File: src/rtl/div_pkg.sv
// Shared constants and state encoding for the restoring divider.
package div_pkg;

  localparam int DIV_W = 8;
  localparam logic [2:0] DIV_LAST = 3'(DIV_W - 1);

  typedef enum logic [1:0] {
    IDLE = 2'd0,
    CALC = 2'd1,
    DONE = 2'd2
  } div_state_t;

endpackage

File: src/rtl/add_sub9.sv
// 9-bit ripple add/subtract unit: S = A + (B ^ {9{sub}}) + sub, built from full-adder cells.
module add_sub9 (
  input  logic [8:0] A,
  input  logic [8:0] B,
  input  logic       sub,
  output logic [8:0] S,
  output logic       cout
);

  logic [8:0] w_b;
  logic [9:0] w_c;

  assign w_b    = B ^ {9{sub}};
  assign w_c[0] = sub;

  for (genvar i = 0; i < 9; i++) begin : g_fa
    assign S[i]     = A[i] ^ w_b[i] ^ w_c[i];
    assign w_c[i+1] = (A[i] & w_b[i]) | (w_c[i] & (A[i] ^ w_b[i]));
  end

  assign cout = w_c[9];

endmodule

File: src/rtl/restoring_divider.sv
// 8-bit unsigned restoring divider: one quotient bit per clock, level Start/Done handshake.
module restoring_divider
  import div_pkg::*;
(
  input  logic             Clk,
  input  logic             Reset_n,
  input  logic             Start,
  input  logic [DIV_W-1:0] Dividend,
  input  logic [DIV_W-1:0] Divisor,
  output logic [DIV_W-1:0] Quotient,
  output logic [DIV_W-1:0] Remainder,
  output logic             Busy,
  output logic             Done,
  output logic             Div0
);

  div_state_t       r_state;
  div_state_t       w_next;
  logic [DIV_W:0]   r_r;
  logic [DIV_W-1:0] r_q;
  logic [DIV_W-1:0] r_d;
  logic [2:0]       r_cnt;
  logic             r_div0;

  logic [DIV_W:0]   w_rs;
  logic [DIV_W:0]   w_diff;
  logic             w_cout;
  logic             w_unused;

  // R[8] is always 0 between iterations, so only R[7:0] feeds the shift.
  assign w_unused = r_r[DIV_W];
  assign w_rs     = {r_r[DIV_W-1:0], r_q[DIV_W-1]};

  add_sub9 u_add_sub9 (
    .A    (w_rs),
    .B    ({1'b0, r_d}),
    .sub  (1'b1),
    .S    (w_diff),
    .cout (w_cout)
  );

  always_ff @(posedge Clk or negedge Reset_n) begin
    if (!Reset_n) begin
      r_state <= IDLE;
    end else begin
      r_state <= w_next;
    end
  end

  always_comb begin
    w_next = r_state;
    case (r_state)
      IDLE: begin
        if (Start) begin
          w_next = (Divisor == 8'd0) ? DONE : CALC;
        end else begin
          w_next = IDLE;
        end
      end
      CALC: begin
        if (r_cnt == DIV_LAST) begin
          w_next = DONE;
        end else begin
          w_next = CALC;
        end
      end
      DONE: begin
        if (!Start) begin
          w_next = IDLE;
        end else begin
          w_next = DONE;
        end
      end
      default: w_next = IDLE;
    endcase
  end

  always_ff @(posedge Clk or negedge Reset_n) begin
    if (!Reset_n) begin
      r_r    <= 9'd0;
      r_q    <= 8'd0;
      r_d    <= 8'd0;
      r_cnt  <= 3'd0;
      r_div0 <= 1'b0;
    end else begin
      case (r_state)
        IDLE: begin
          if (Start) begin
            r_d   <= Divisor;
            r_cnt <= 3'd0;
            // A zero divisor short-circuits to the saturated quotient convention.
            if (Divisor == 8'd0) begin
              r_q    <= 8'hFF;
              r_r    <= {1'b0, Dividend};
              r_div0 <= 1'b1;
            end else begin
              r_q    <= Dividend;
              r_r    <= 9'd0;
              r_div0 <= 1'b0;
            end
          end
        end
        CALC: begin
          r_cnt <= r_cnt + 3'd1;
          if (w_cout) begin
            r_r <= w_diff;
            r_q <= {r_q[DIV_W-2:0], 1'b1};
          end else begin
            r_r <= w_rs;
            r_q <= {r_q[DIV_W-2:0], 1'b0};
          end
        end
        DONE: begin
          if (!Start) begin
            r_div0 <= 1'b0;
          end
        end
        default: begin
          r_div0 <= 1'b0;
        end
      endcase
    end
  end

  always_comb begin
    Quotient  = r_q;
    Remainder = r_r[DIV_W-1:0];
    Busy      = 1'b0;
    Done      = 1'b0;
    Div0      = 1'b0;
    case (r_state)
      CALC:    Busy = 1'b1;
      DONE: begin
        Done = 1'b1;
        Div0 = r_div0;
      end
      default: Busy = 1'b0;
    endcase
  end

endmodule

File: config.mk
export PLATFORM = sky130hd
export DESIGN_NAME = restoring_divider
export DESIGN_NICKNAME = d
export VERILOG_FILES = /design/src/rtl/div_pkg.sv /design/src/rtl/add_sub9.sv /design/src/rtl/restoring_divider.sv
export SDC_FILE = /design/constraint.sdc
export NUM_CORES = 1
export LEC_CHECK = 0
export CAP_MARGIN = 20
export CORE_MARGIN = 8
export CORE_UTILIZATION = 49
export DETAILED_ROUTE_END_ITERATION = 7
export PLACE_DENSITY_LB_ADDON = 0.05
export SLEW_MARGIN = 20
export SYNTH_ARGS = -nofsm -noshare
export SYNTH_HDL_FRONTEND = slang
export SYNTH_SLANG_ARGS = --single-unit
File: constraint.sdc
create_clock -name Clk -period 4.07 [get_ports Clk]
set_input_delay 1.0175 -clock Clk [delete_from_list [all_inputs] [get_ports Clk]]
set_output_delay 1.0175 -clock Clk [all_outputs]
set_load 0.02 [all_outputs]
==> flow_results.org <==
** Run status
- The run finished with clean final reports.

** Timing
- Total Negative Setup Slacks :: 0 ns
- Setup violations remaining at the end of the flow were counted as 0.
- Post-route worst hold slack :: 0.511 ns
- Measured slew at the worst slew-check pin :: 0.732 ns
- Shortest clock period the worst path allows after layout :: 3.84 ns
- After layout, the worst path uses 94.5% of the clock period.
- Unrepaired setup endpoints after global routing :: false
- The final hold violation count came to 0.
- Relative slew slack :: 51.2%
- Timing would allow up to 0.260 GHz.
- For the final database, setup skew stands at 0.00756 ns.
- Final setup margin :: 0.225 ns
- Fin. max-slew vios :: 0

** Synth
- The Yosys step of the flow raised 0 warnings.
- Synthesis produced a netlist whose cell count is 152.
- Counting distinct cell types in the post-synthesis netlist gives 35.
- Area of the mapped netlist :: 0.00164 mm^2
- The share of the Yosys chip area taken by registers is 45.8%.
- Post-synth net total :: 181
- Syn_area_per_cell :: 10.8 um^2
- Synthesis inferred 30 register bits.

** Clock network
- Number of buffers inserted to repair setup after CTS :: 0
- CTS tree :: done
- Insertion delay of the later-clocked pin in the worst-skew pair :: 0.33 ns
- TritonCTS buffer count :: 5
- Clock-pin slew on the worst setup and hold paths :: 0.09 ns
- Maximum level of the CTS H-tree :: 2
- After clock tree synthesis, the repair step resized 0 gates.
- The tree is rooted in a sky130_fd_sc_hd__clkbuf_4.
- CTS saw 30 sinks.
- The clock passes through at most 2 buffers.
- Hold repair after CTS inserted 0 buffers.

** GRT
- GRT Util Overall :: 16.1%
- Vias in the first global route :: 1351
- Pin count of the biggest net entering global routing :: 31
- For this run the aggregate overflow at the end of global routing stands at 0.
- First-pass GRT wire length :: 6660 um
- Antenna violations before repair :: 0

** Min path
- For hold timing, the worst endpoint is r_cnt[0].
- The worst hold path begins at r_cnt[0].
- Hold WC Path Type :: reg2reg
- Counting instances, the worst hold path has a depth of 1.

** Floorplanning
- The die covers 0.00545 mm^2.
- Number of placement rows :: 21
- X dimension of the die :: 73.8 um
- Number of top-level pins :: 38
- Floorplan Core Area :: 0.00328 mm^2
- The initial utilization of the core area, before any placement, comes to 49.9%.
- Die Y-Extent :: 73.8 um

** Route
- Met2 wire len :: 1870 um
- Residual DRC :: 0
- Mean routed wirelength per cell :: 16.3 um
- Vias after detailed routing :: 1328
- Routed met1 length :: 1590 um
- For this block, the routed nets add up to 3860 um of wire.
- Metal3 WL :: 312 um
- Number of DRC markers in iteration 0 :: 91
- After detailed routing, the number of vias per cell comes to 5.63.
- After detailed routing, no signal wire sits above met4.
- Post-route antenna net violation count :: 0
- The first detailed-routing pass took 4 iterations.

** Worst setup path
- The critical path is of the reg2reg type.
- Required time of the critical path :: 4.26 ns
- The worst register-to-register path begins at Quotient[7].
- The number of cells on the worst reg-to-reg path is 15.
- In this run the register-to-register setup slack is 0.23 ns.
- Of all nets on the critical path, the largest fanout is 4.
- Capture instance of the worst register-to-register path :: r_r[7]
- Arrival time at the worst endpoint :: 4.04 ns
- Kind of end point of the critical path :: flip-flop
- The worst setup path is launched from a flip-flop.

** Pwr
- Peak supply drop :: 418 uV
- Power comes to 1.86 mW.
- P per Cell Area :: 877 mW/mm^2
- In this run the static leakage power is 0.884 nW.

** Job
- Max-cap violations in this run came to 0.

** Place
- Post-Place Cells :: 228
- Quantity of I/O buffers inserted on ports :: 37
- Before CTS, the worst setup slack after placement is 0.243 ns.
- Routability cong. :: 0.842
- HPWL Detailed :: 2950 um

** Layout
- In the final design database the tool counted 218 nets.
- The area growth from synthesis to layout is 29.2%.
- Number of cells in the finished layout apart from fillers :: 236
- Share of cells above drive strength 1 :: 12.1%
- Diodes inserted :: 0
routing by layer:
metal / global-route usage (%) / vias up
met1: 19.6 / 655
met2: 25.2 / 45
li1: - / 620
met5: 0 / -
met4: 6.21 / 0
met3: 5.73 / 8
sequential cells by signal, indices dropped and copies added, names as in the netlist:
name      count
r_d           8
Quotient      8
r_div0        1
r_state       2
r_r           8
r_cnt         3
cell families after synthesis:
| group | after synthesis | share of synthesized area, % |
|---|---|---|
| buffers and inverters | 24 | 6.26 |
| DFF | 30 | 45.8 |
| and+or+nand+nor | 39 | 13.0 |
| AOI/OAI and AO/OA | 42 | 19.4 |
| muxes | 7 | 4.73 |
| adders and majority gates | 10 | 10.8 |
final cells by class:
cell class / instances / area (um^2)
Fill cell: 283 / 1170
Inverter: 14 / 52.6
Timing Repair Buffer: 40 / 393
Clock buffer: 8 / 78.8
Tap cell: 46 / 57.6
Sequential cell: 30 / 751
Multi-Input combinational cell: 98 / 786
power breakdown:
group / switching [mW] / internal (mW) / leakage [nW] / total [mW]
clock: 0.100 / 0.118 / 0.0446 / 0.218
sequential: 0.155 / 0.448 / 0.367 / 0.603
combinational: 0.511 / 0.526 / 0.473 / 1.04
cell usage after synthesis:
library cell	n	area share, %
sky130_fd_sc_hd__o21ai_0	7	2.1
sky130_fd_sc_hd__a21oi_1	2	0.61
sky130_fd_sc_hd__nand2_1	17	3.9
sky130_fd_sc_hd__a22oi_1	8	3.7
sky130_fd_sc_hd__a22o_1	1	0.53
sky130_fd_sc_hd__nand3b_1	1	0.46
sky130_fd_sc_hd__nand2b_1	2	0.76
sky130_fd_sc_hd__buf_4	3	1.4
sky130_fd_sc_hd__nor2b_1	2	0.76
sky130_fd_sc_hd__o2bb2ai_1	1	0.53
sky130_fd_sc_hd__dfrtp_1	30	46
sky130_fd_sc_hd__o211ai_1	7	3.2
sky130_fd_sc_hd__nor3b_2	1	0.76
sky130_fd_sc_hd__mux2i_1	1	0.61
sky130_fd_sc_hd__nor2_1	1	0.23
sky130_fd_sc_hd__nor3_1	6	1.8
sky130_fd_sc_hd__o21bai_2	1	0.69
sky130_fd_sc_hd__mux2_2	6	4.1
sky130_fd_sc_hd__nand3_2	1	0.61
sky130_fd_sc_hd__o221ai_1	2	1.1
sky130_fd_sc_hd__inv_1	14	3.2
sky130_fd_sc_hd__and3_1	1	0.38
sky130_fd_sc_hd__buf_1	2	0.46
sky130_fd_sc_hd__and2_1	1	0.38
sky130_fd_sc_hd__and2_0	1	0.38
sky130_fd_sc_hd__a221o_1	6	3.7
sky130_fd_sc_hd__clkbuf_1	4	0.92
sky130_fd_sc_hd__or2_2	1	0.38
sky130_fd_sc_hd__ha_1	3	2.3
sky130_fd_sc_hd__nor4_2	2	1.5
sky130_fd_sc_hd__a211o_1	1	0.53
sky130_fd_sc_hd__buf_2	1	0.31
sky130_fd_sc_hd__fa_1	7	8.5
sky130_fd_sc_hd__a211oi_1	6	2.7
sky130_fd_sc_hd__nand3_1	2	0.61
cell usage in the layout (no fill, tap or decap), types with 2 or more instances in the layout:
cell                              synthesis  routed
sky130_fd_sc_hd__a21oi_1                  2       2
sky130_fd_sc_hd__dfrtp_1                 30      30
sky130_fd_sc_hd__inv_1                   14      14
sky130_fd_sc_hd__nor2b_1                  2       2
sky130_fd_sc_hd__clkbuf_4                 0       5
sky130_fd_sc_hd__a211oi_1                 6       6
sky130_fd_sc_hd__clkbuf_8                 0       3
sky130_fd_sc_hd__a221o_1                  6       6
sky130_fd_sc_hd__o221ai_1                 2       2
sky130_fd_sc_hd__fa_1                     7       7
sky130_fd_sc_hd__nor4_2                   2       2
sky130_fd_sc_hd__nand2_1                 17      17
sky130_fd_sc_hd__nand3_1                  2       2
sky130_fd_sc_hd__clkdlybuf4s50_1          0      37
sky130_fd_sc_hd__o21ai_0                  7       7
sky130_fd_sc_hd__nand2b_1                 2       2
sky130_fd_sc_hd__mux2_2                   6       6
sky130_fd_sc_hd__a22oi_1                  8       8
sky130_fd_sc_hd__nor3_1                   6       6
sky130_fd_sc_hd__ha_1                     3       3
sky130_fd_sc_hd__o211ai_1                 7       7
sky130_fd_sc_hd__buf_4                    3       3
how the worst max path moves through the flow:
stage	from	to	depth (start not counted)
2_1_floorplan	Quotient[7]	r_r[2]	17
3_5_place_dp	Quotient[7]	r_r[7]	15
6_report	Quotient[7]	r_r[7]	15
5_1_grt	Quotient[7]	r_r[7]	15
4_1_cts	Quotient[7]	r_r[7]	15
3_3_place_gp	Quotient[7]	r_r[7]	15
worst max-delay path, cell delays in order, from the launching register on:
cell                       delay, ns
sky130_fd_sc_hd__dfrtp_1        0.39
sky130_fd_sc_hd__inv_1          0.06
sky130_fd_sc_hd__ha_1           0.20
sky130_fd_sc_hd__fa_1           0.38
sky130_fd_sc_hd__fa_1           0.39
sky130_fd_sc_hd__fa_1           0.39
sky130_fd_sc_hd__fa_1           0.36
sky130_fd_sc_hd__inv_1          0.07
sky130_fd_sc_hd__fa_1           0.15
sky130_fd_sc_hd__inv_1          0.05
sky130_fd_sc_hd__fa_1           0.35
sky130_fd_sc_hd__inv_1          0.07
sky130_fd_sc_hd__fa_1           0.42
sky130_fd_sc_hd__and2_0         0.17
sky130_fd_sc_hd__o21ai_0        0.14
sky130_fd_sc_hd__o221ai_1       0.13
per-stage QoR:
step | utilization (%) | area, um^2
2_1_floorplan | - | 1640
3_3_place_gp | 62.1 | 2040
3_5_place_dp | 62.1 | 2040
4_1_cts | 64.5 | 2120
5_1_grt | 64.5 | 2120
6_report | 64.5 | 2120
Note: power is estimated with default switching activity, not from simulation.
